`src/rtl/isa_pkg.sv`:
```
// Shared ISA definitions for the instruction sequencer: widths, field
// positions inside the 20-bit instruction word, opcodes and FSM states.
package isa_pkg;

  localparam int IW   = 9;
  localparam int DW   = 20;
  localparam int OFFW = 15;

  // Field slice positions inside the instruction word
  localparam int OPC_HI = 19;
  localparam int OPC_LO = 15;
  localparam int FA_HI  = 14;
  localparam int FA_LO  = 10;
  localparam int FB_HI  = 9;
  localparam int FB_LO  = 5;
  localparam int FC_HI  = 4;
  localparam int FC_LO  = 0;
  localparam int OFF_HI = 14;
  localparam int OFF_LO = 0;

  // Bit positions inside the {eq,lt,gt} flag register
  localparam int FLAG_EQ = 2;
  localparam int FLAG_LT = 1;
  localparam int FLAG_GT = 0;

  typedef enum logic [4:0] {
    OP_ADD  = 5'd0,
    OP_SUB  = 5'd1,
    OP_XOR  = 5'd2,
    OP_AND  = 5'd3,
    OP_SLL  = 5'd4,
    OP_SRL  = 5'd5,
    OP_CMP  = 5'd6,
    OP_BE   = 5'd7,
    OP_BL   = 5'd8,
    OP_BG   = 5'd9,
    OP_BA   = 5'd10,
    OP_MOV  = 5'd11,
    OP_LD   = 5'd12,
    OP_ST   = 5'd13,
    OP_DONE = 5'd14
  } opcode_t;

  typedef enum logic [1:0] {
    ST_IDLE = 2'd0,
    ST_RUN  = 2'd1,
    ST_MEMW = 2'd2,
    ST_HALT = 2'd3
  } state_t;

endpackage

```
`src/rtl/branch_unit.sv`:
```
// Branch resolution: decides whether the current opcode is a taken branch
// given the flag register, and forms the target iptr + sext(offset) mod 2^IW.
module branch_unit
  import isa_pkg::*;
(
  input  logic [4:0]      opcode,
  input  logic [2:0]      flags,
  input  logic [IW-1:0]   iptr,
  input  logic [OFFW-1:0] offset,
  output logic            taken,
  output logic [IW-1:0]   target
);

  logic [OFFW-1:0] sum;

  // Taken decision per branch flavour; ba is unconditional
  always_comb begin
    taken = 1'b0;
    case (opcode)
      OP_BE:   taken = flags[FLAG_EQ];
      OP_BL:   taken = flags[FLAG_LT];
      OP_BG:   taken = flags[FLAG_GT];
      OP_BA:   taken = 1'b1;
      default: taken = 1'b0;
    endcase
  end

  // Add at offset width, then keep the low IW bits so the target wraps mod 512
  always_comb begin
    sum    = OFFW'(iptr) + offset;
    target = sum[IW-1:0];
  end

endmodule

```
`src/rtl/instr_sequencer.sv`:
```
// Fetch/control sequencer between the instruction ROM and the datapath.
// Optional macro INSTR_COUNT_EN adds a saturating 16-bit retired-instruction
// counter on output `retired`, cleared on reset and on an accepted Start.
module instr_sequencer
  import isa_pkg::*;
(
  input  logic          Clk,
  input  logic          Reset_n,
  input  logic          Start,
  input  logic [IW-1:0] StartAddr,
  input  logic [DW-1:0] inst,
  input  logic          cmp_eq,
  input  logic          cmp_lt,
  input  logic          cmp_gt,
  input  logic          mem_ack,
  output logic [IW-1:0] iptr,
  output logic [4:0]    opcode,
  output logic [4:0]    fld_a,
  output logic [4:0]    fld_b,
  output logic [4:0]    fld_c,
  output logic          reg_we,
  output logic          mem_rd,
  output logic          mem_wr,
  output logic          busy,
  output logic          Done
`ifdef INSTR_COUNT_EN
  ,
  output logic [15:0]   retired
`endif
);

  state_t        state_q, state_d;
  logic [IW-1:0] iptr_q, iptr_d;
  logic [2:0]    flags_q, flags_d;
  logic          mem_ld_q, mem_ld_d;

  logic [4:0]    opc;
  logic [IW-1:0] iptr_inc;
  logic          br_taken;
  logic [IW-1:0] br_target;

  assign opc      = inst[OPC_HI:OPC_LO];
  assign opcode   = opc;
  assign fld_a    = inst[FA_HI:FA_LO];
  assign fld_b    = inst[FB_HI:FB_LO];
  assign fld_c    = inst[FC_HI:FC_LO];
  assign iptr     = iptr_q;
  assign iptr_inc = iptr_q + IW'(1);
  assign busy     = (state_q == ST_RUN) || (state_q == ST_MEMW);
  assign Done     = (state_q == ST_HALT);

  branch_unit u_branch (
    .opcode (opc),
    .flags  (flags_q),
    .iptr   (iptr_q),
    .offset (inst[OFF_HI:OFF_LO]),
    .taken  (br_taken),
    .target (br_target)
  );

  // Next-state, pointer, flag and control-strobe decode for one instruction per cycle
  always_comb begin
    state_d  = state_q;
    iptr_d   = iptr_q;
    flags_d  = flags_q;
    mem_ld_d = mem_ld_q;
    reg_we   = 1'b0;
    mem_rd   = 1'b0;
    mem_wr   = 1'b0;
    case (state_q)
      ST_IDLE, ST_HALT: begin
        if (Start) begin
          state_d = ST_RUN;
          iptr_d  = StartAddr;
        end
      end
      ST_RUN: begin
        case (opc)
          OP_ADD, OP_SUB, OP_XOR, OP_AND, OP_SLL, OP_SRL, OP_MOV: begin
            reg_we = 1'b1;
            iptr_d = iptr_inc;
          end
          OP_CMP: begin
            flags_d = {cmp_eq, cmp_lt, cmp_gt};
            iptr_d  = iptr_inc;
          end
          OP_BE, OP_BL, OP_BG, OP_BA: begin
            iptr_d = br_taken ? br_target : iptr_inc;
          end
          OP_LD, OP_ST: begin
            mem_rd = (opc == OP_LD);
            mem_wr = (opc == OP_ST);
            if (mem_ack) begin
              reg_we = (opc == OP_LD);
              iptr_d = iptr_inc;
            end else begin
              state_d  = ST_MEMW;
              mem_ld_d = (opc == OP_LD);
            end
          end
          default: begin
            state_d = ST_HALT;
          end
        endcase
      end
      ST_MEMW: begin
        mem_rd = mem_ld_q;
        mem_wr = !mem_ld_q;
        if (mem_ack) begin
          reg_we  = mem_ld_q;
          iptr_d  = iptr_inc;
          state_d = ST_RUN;
        end
      end
      default: begin
        state_d = ST_IDLE;
      end
    endcase
  end

  // Sequencer state registers; async reset returns to IDLE and drops any request
  always_ff @(posedge Clk or negedge Reset_n) begin
    if (!Reset_n) begin
      state_q  <= ST_IDLE;
      iptr_q   <= '0;
      flags_q  <= '0;
      mem_ld_q <= 1'b0;
    end else begin
      state_q  <= state_d;
      iptr_q   <= iptr_d;
      flags_q  <= flags_d;
      mem_ld_q <= mem_ld_d;
    end
  end

`ifdef INSTR_COUNT_EN
  logic        start_acc;
  logic        retire;
  logic [15:0] retired_q, retired_d;

  // An instruction retires when it completes: any RUN op except a memory op still waiting, or an acked MEMW
  always_comb begin
    start_acc = ((state_q == ST_IDLE) || (state_q == ST_HALT)) && Start;
    retire    = 1'b0;
    if (state_q == ST_RUN) begin
      retire = !(((opc == OP_LD) || (opc == OP_ST)) && !mem_ack);
    end else if (state_q == ST_MEMW) begin
      retire = mem_ack;
    end
    retired_d = retired_q;
    if (start_acc) begin
      retired_d = '0;
    end else if (retire && (retired_q != 16'hFFFF)) begin
      retired_d = retired_q + 16'd1;
    end
  end

  // Saturating retired-instruction counter
  always_ff @(posedge Clk or negedge Reset_n) begin
    if (!Reset_n) begin
      retired_q <= '0;
    end else begin
      retired_q <= retired_d;
    end
  end

  assign retired = retired_q;
`endif

endmodule

```
`config.mk`:
```
export PLATFORM = sky130hd
export DESIGN_NAME = instr_sequencer
export DESIGN_NICKNAME = d
export VERILOG_FILES = /design/src/rtl/isa_pkg.sv /design/src/rtl/branch_unit.sv /design/src/rtl/instr_sequencer.sv
export SDC_FILE = /design/constraint.sdc
export NUM_CORES = 1
export LEC_CHECK = 0
export CAP_MARGIN = 20
export CORE_MARGIN = 2
export CORE_UTILIZATION = 45
export CTS_CLUSTER_DIAMETER = 200
export DETAILED_ROUTE_END_ITERATION = 16
export PLACE_DENSITY = 0.81
export SLEW_MARGIN = 10
export SYNTH_ARGS = -nofsm -noshare
export SYNTH_HDL_FRONTEND = slang
export SYNTH_SLANG_ARGS = --single-unit
```
`constraint.sdc`:
```
create_clock -name Clk -period 2.7 [get_ports Clk]
set_clock_uncertainty 0.1 [all_clocks]
set_input_delay 0.81 -clock Clk [delete_from_list [all_inputs] [get_ports Clk]]
set_output_delay 0.81 -clock Clk [all_outputs]
set_load 0.02 [all_outputs]
```
## After elaboration in Yosys (flattened, before gate mapping)

Cells that the tools add are included.

| operators by class | value |
|---|---|
| reduce and logical (&&, ||, !) cells | 14 |
| shift operators | 0 |
| $lt $le $gt $ge | 0 |
| equal/unequal tests | 21 |
| multiplexer cells | 19 |
| div/mod/pow operators | 0 |
| add/sub/neg operators | 2 |
| multiply operators | 0 |
| bitwise logic cells | 1 |

Operators with widths:

| cell | number |
|---|---|
| $pmux W9 S3 | 2 |
| $eq A5 B4 Y1 const B | 6 |
| $mux W9 | 3 |
| $eq A5 B3 Y1 const B | 4 |
| $reduce_or A12 Y1 | 1 |
| $eq A5 B2 Y1 const B | 2 |
| $add A9 B1 Y9 const B | 1 |
| $add A9 B9 Y9 | 1 |
| $pmux W1 S2 | 4 |
| $reduce_or A8 Y1 | 1 |
| $reduce_or A7 Y1 | 1 |
| $mux W2 | 3 |
| $ne A2 B2 Y1 const B | 3 |
| $pmux W2 S3 | 1 |
| $eq A5 B1 Y1 const B | 1 |
| $logic_not A5 Y1 | 1 |
| $eq A2 B2 Y1 const B | 2 |
| $mux W1 | 4 |
| $ne A4 B2 Y1 const B | 1 |
| $pmux W1 S4 | 1 |
| $pmux W2 S2 | 1 |
| $reduce_and A2 Y1 | 2 |
| $reduce_and A4 Y1 | 1 |
| $reduce_or A2 Y1 | 2 |
| 8 further kinds | 8 |

| storage, ports and cells | value |
|---|---|
| bits of input ports | 36 |
| memory bits (read-only) | 0 |
| memories | 0 |
| latch bits | 0 |
| register bits | 15 |
| logic and storage cells | 61 |
| RAM bits | 0 |

## Longest topological paths before layout

| depth | value |
|---|---|
| depth in word-level cells | 5 |
| gate-level depth with buffers | 9 |
| depth with buffers taken out | 9 |

## Modules after synthesis

From an unflattened synthesis, not the netlist that was laid out.

| second synthesis, totals | value |
|---|---|
| cells, all modules | 284 |
| area total of the unflattened synthesis | 2185.8 µm² |

Modules (own cells, without submodules):

| module | seq. area each (µm²) | area each (µm²) | cells an instance | times used |
|---|---|---|---|---|
| instr_sequencer | 375.4 | 1796.7 | 235 | 1 |
| branch_unit | 0.0 | 389.1 | 49 | 1 |

## Worst setup path before layout

OpenSTA, ideal clock, no wires.

| timing path | value |
|---|---|
| kind | input -> output |
| start point | in inst[16] |
| end point | out reg_we |
| setup slack | -345 ps |
| data arrival time | 2135 ps |
| path buffers | 1 |
| cell stages on the path | 7 |
| cells stage by stage | buf_2 > and4bb_2 > nand2_1 > nor2_1 > a21oi_1 > nor2_1 > a32o_1 |

| on the way | value |
|---|---|
| word-level cells in the longest chain between the ends | 4 |
| elaborated cells between the ends (all ways) | 14 |
| classes of those cells | eq/ne: 8; mux: 3; reduce/logical: 3 |

Ends and longest elaborated chain:

| item | RTL line | RTL |
|---|---|---|
| from (decl) | instr_sequencer.sv:11 | `input logic [DW-1:0] inst,` |
| $eq A5 B1 Y1 (tied with other cells) | instr_sequencer.sv:78 | `case (opc)` |
| $reduce_or A7 Y1 (tied with other cells) | n/a |  |
| $pmux W1 S2 (*) | instr_sequencer.sv:78 |  |
| $pmux W1 S2 (*) | instr_sequencer.sv:70 | `case (state_q)` |
| to (decl) | instr_sequencer.sv:21 | `output logic reg_we,` |

Every way passes the cells marked *; elsewhere a longest branch is shown, timed or not.

## Final worst setup path

| timing path | value |
|---|---|
| start point | in inst[17] |
| end point | out reg_we |

The elaborated chain is that of the path after synthesis.

==> flow_summary.json <==
{
  "drtAntennaViolNets": 0,
  "timing_hold_violations_final": 0,
  "fin_crit_ps": 2780,
  "worst_slew_pin_slew_ps": 559,
  "p_per_area_nw_per_um2": 938,
  "slew_viol_final": 0,
  "vias": 2130,
  "rows": 23,
  "gr-total-overflow": 0,
  "synth_edf_count": 0,
  "cts_sinks": 15,
  "drc": 0,
  "cp_slowest_cell": "and4bb_2",
  "final_cell_mix": "buf_4, clkdlybuf4s50_1, nand2_1, nor2_1, a21oi_1",
  "fin_crit_sh": 1.03,
  "numCtsBuffers": 3,
  "boundaryPins": 70,
  "synth.area.top_cells": "dfrtp_1, buf_4, ha_1, xnor2_1, a21oi_1",
  "insertion_delay_ps": 250,
  "seq_area_um2": 375,
  "firstDrtPassIters": 5,
  "clockBufferDepth": 2,
  "post-synth-top-area-fraction": 0.199,
  "cts_root_buf": "clkbuf_8",
  "peakVddDrop_mv": 0.597,
  "drive_gt1_frac": 0.263,
  "ctsHoldBuffers": 0,
  "area_growth_syn_to_layout_pct": 49.3,
  "synth_ff_type": "dfrtp_1",
  "dp_cells": 362,
  "synth_top_area_cell": "dfrtp_1",
  "dp_hpwl_um": 4330,
  "sw_frac_of_total": 0.478,
  "cts_tree": "done",
  "grt_pass1_wl_um": 8960,
  "leakagePower_nw": 1.25,
  "async_reset_ff_frac": 1.00,
  "syn_nets": 288,
  "failed_checks": "negative setup slack",
  "status": "finished, violations left",
  "critPathKind": "input port to output port",
  "p_seq_frac": 0.199,
  "drtIter0Drc": 249,
  "antenna_cells": 0,
  "path_common_cell": "buf_6",
  "synth.ff_latch_count": 15,
  "ys_seq_area_frac": 0.199,
  "path_delay_family": "simple AND/OR/NAND/NOR gates",
  "die_area_um2": 4720,
  "post-route-util": 0.698,
  "maxCapViolations": 0,
  "finalPower_mw": 2.64,
  "syn_area_per_cell_um2": 7.88,
  "postSynthCellCount": 239,
  "grt_max_degree": 17,
  "path_clk_slew_ps": 60,
  "crit_required_ps": 1790,
  "crit_path_start_kind": "input port",
  "p_int_mw": 1.38,
  "setup_viol_count_final": 2,
  "routed_wl_um": 5880,
  "clockPowerShare": 0.073,
  "fmax_ghz": 0.360,
  "pwr-share-comb": 0.728,
  "crit_chain": "buf_6 -> and4bb_2 -> nand2_2 -> nor2_1 -> a21oi_1 -> nor2_2 -> a32o_2 -> buf_6",
  "rsz0062_at_grt": "true",
  "multi_input_area_um2": 1340,
  "grt_pass1_vias": 1895,
  "slew_headroom": 0.625,
  "end_kind": "output port",
  "setup_slack_ps": -79.4,
  "htree_levels": 1,
  "core_um2": 4030,
  "grt_use_total": 0.249,
  "wl_per_cell_um": 15.8,
  "nNetsFinal": 373,
  "synth_warnings": 0,
  "layout_commonest_cell": "buf_4",
  "antenna_found_initial": 0,
  "r2r_slack_ps": 340,
  "gp_routability_congestion": 0.899,
  "via_per_inst": 5.71,
  "worst-path-max-fanout": 3,
  "crit_buf_inv": 2,
  "die_h_um": 68.7,
  "syn_area_um2": 1880,
  "hold_path_class": "register to register",
  "synth_cell_type_count": 55,
  "initial_utilization": 0.468,
  "switching_power_mw": 1.26,
  "place.port_buffers": 57,
  "arrival_ps": 1870,
  "nFillCells": 318,
  "die_w_um": 68.7,
  "max_stage_delay_ps": 240,
  "layout.cells.non_filler": 373
}
[synthesized netlist by cell type (2+ instances only)]
cell type   n
buf_4      20
a21oi_1    19
inv_1       9
nand2_1    22
o22ai_1     4
and3_1      4
nor3_1      5
clkbuf_1    4
o31ai_1     3
o21a_1      3
nor2b_1     5
xor2_1      8
nor2_1     20
mux2_1      3
buf_2       3
nand3_1     4
inv_2       2
o21ai_0    12
o2111ai_1   2
o211ai_1    4
xnor2_1    12
nand3b_1    4
a31oi_1     6
dfrtp_1    15
or3_1       3
ha_1       12
mux2i_1     3
[state kept, by name, indices dropped and copies added (netlist names)]
register,count
mem_ld_q,1
flags_q,3
state_q,2
iptr,9
[area by class of cell]
| cell class | count | area share |
|---|---|---|
| tap | 50 | 0.0222 |
| clock buffer | 4 | 0.0160 |
| timing repair buffer | 108 | 0.337 |
| sequential | 15 | 0.133 |
| inverter | 11 | 0.0147 |
| multi-input combinational | 185 | 0.477 |
[kinds of logic (layout without fill, tap and decap cells)]
family / Yosys count / after routing / share of synthesized area
flip-flops: 15 / 15 / 0.199
XOR/XNOR: 20 / 20 / 0.0930
AND/OR/NAND/NOR: 76 / 76 / 0.204
AO/OA/AOI/OAI: 70 / 70 / 0.260
multiplexers: 6 / 6 / 0.0339
buffers and inverters: 39 / 123 / 0.120
adder cells (fa/ha/maj): 13 / 13 / 0.0903
[power by group through the flow]
stage	registers, mW	clock network (mW)	logic [mW]
floorplan	0.545	0	1.09
global placement	0.522	0	1.77
detailed placement	0.525	0	1.82
CTS	0.525	0.194	1.87
global route	0.550	0.206	2.09
finish	0.525	0.194	1.92
[repair_timing]
action / 4_1_cts / 5_1_grt
setup buffers: 4 / 3
gates resized for setup: 58 / 9
pin swaps: 11 / 8
hold endpoints to repair: 0 / 0
setup endpoints to repair: 27 / 7
[worst reg2reg max path: stages, from the launching register on]
cell and delay [ps]:
dfrtp_1 490, ha_2 240, inv_1 50, fa_2 370, nor2b_4 140, o2111ai_2 170
a31oi_2 210, xnor2_1 110, a211oi_1 230, o21ai_1 110
[metrics by stage]
stage / hold slack, ps / setup TNS [ps] / instance area [µm²] / setup slack (ps)
detailed placement: 391 / -9210 / 2670 / -926
finish: 401 / -107 / 2810 / -79.4
global route: 428 / -204 / 2810 / -92.7
CTS: 406 / -10.6 / 2760 / -10.6
global placement: 381 / -8790 / 2670 / -871
floorplan: 365 / -183 / 1900 / -179
[path summary, 6_finish.rpt]
path | from | end | cells past startpoint
worst max-delay path | inst[17] | reg_we | 8
worst min-delay path | flags_q[1] | flags_q[1] | 1
worst max register to register | iptr[0] | iptr[8] | 9
worst min register to register | flags_q[1] | flags_q[1] | 1
max in group asynchronous | Reset_n | mem_ld_q | 2
min in group asynchronous | Reset_n | iptr[0] | 2
[per-layer routing]
layer  vias to the layer above  wire length (µm)  track usage
li1                       1009                 -            -
met1                       989              2460        0.344
met2                       116              2860        0.422
met3                        16               450       0.0162
met4                         0               108       0.0613
met5                         -                 0            0
Note: power is estimated with default switching activity, not from simulation.
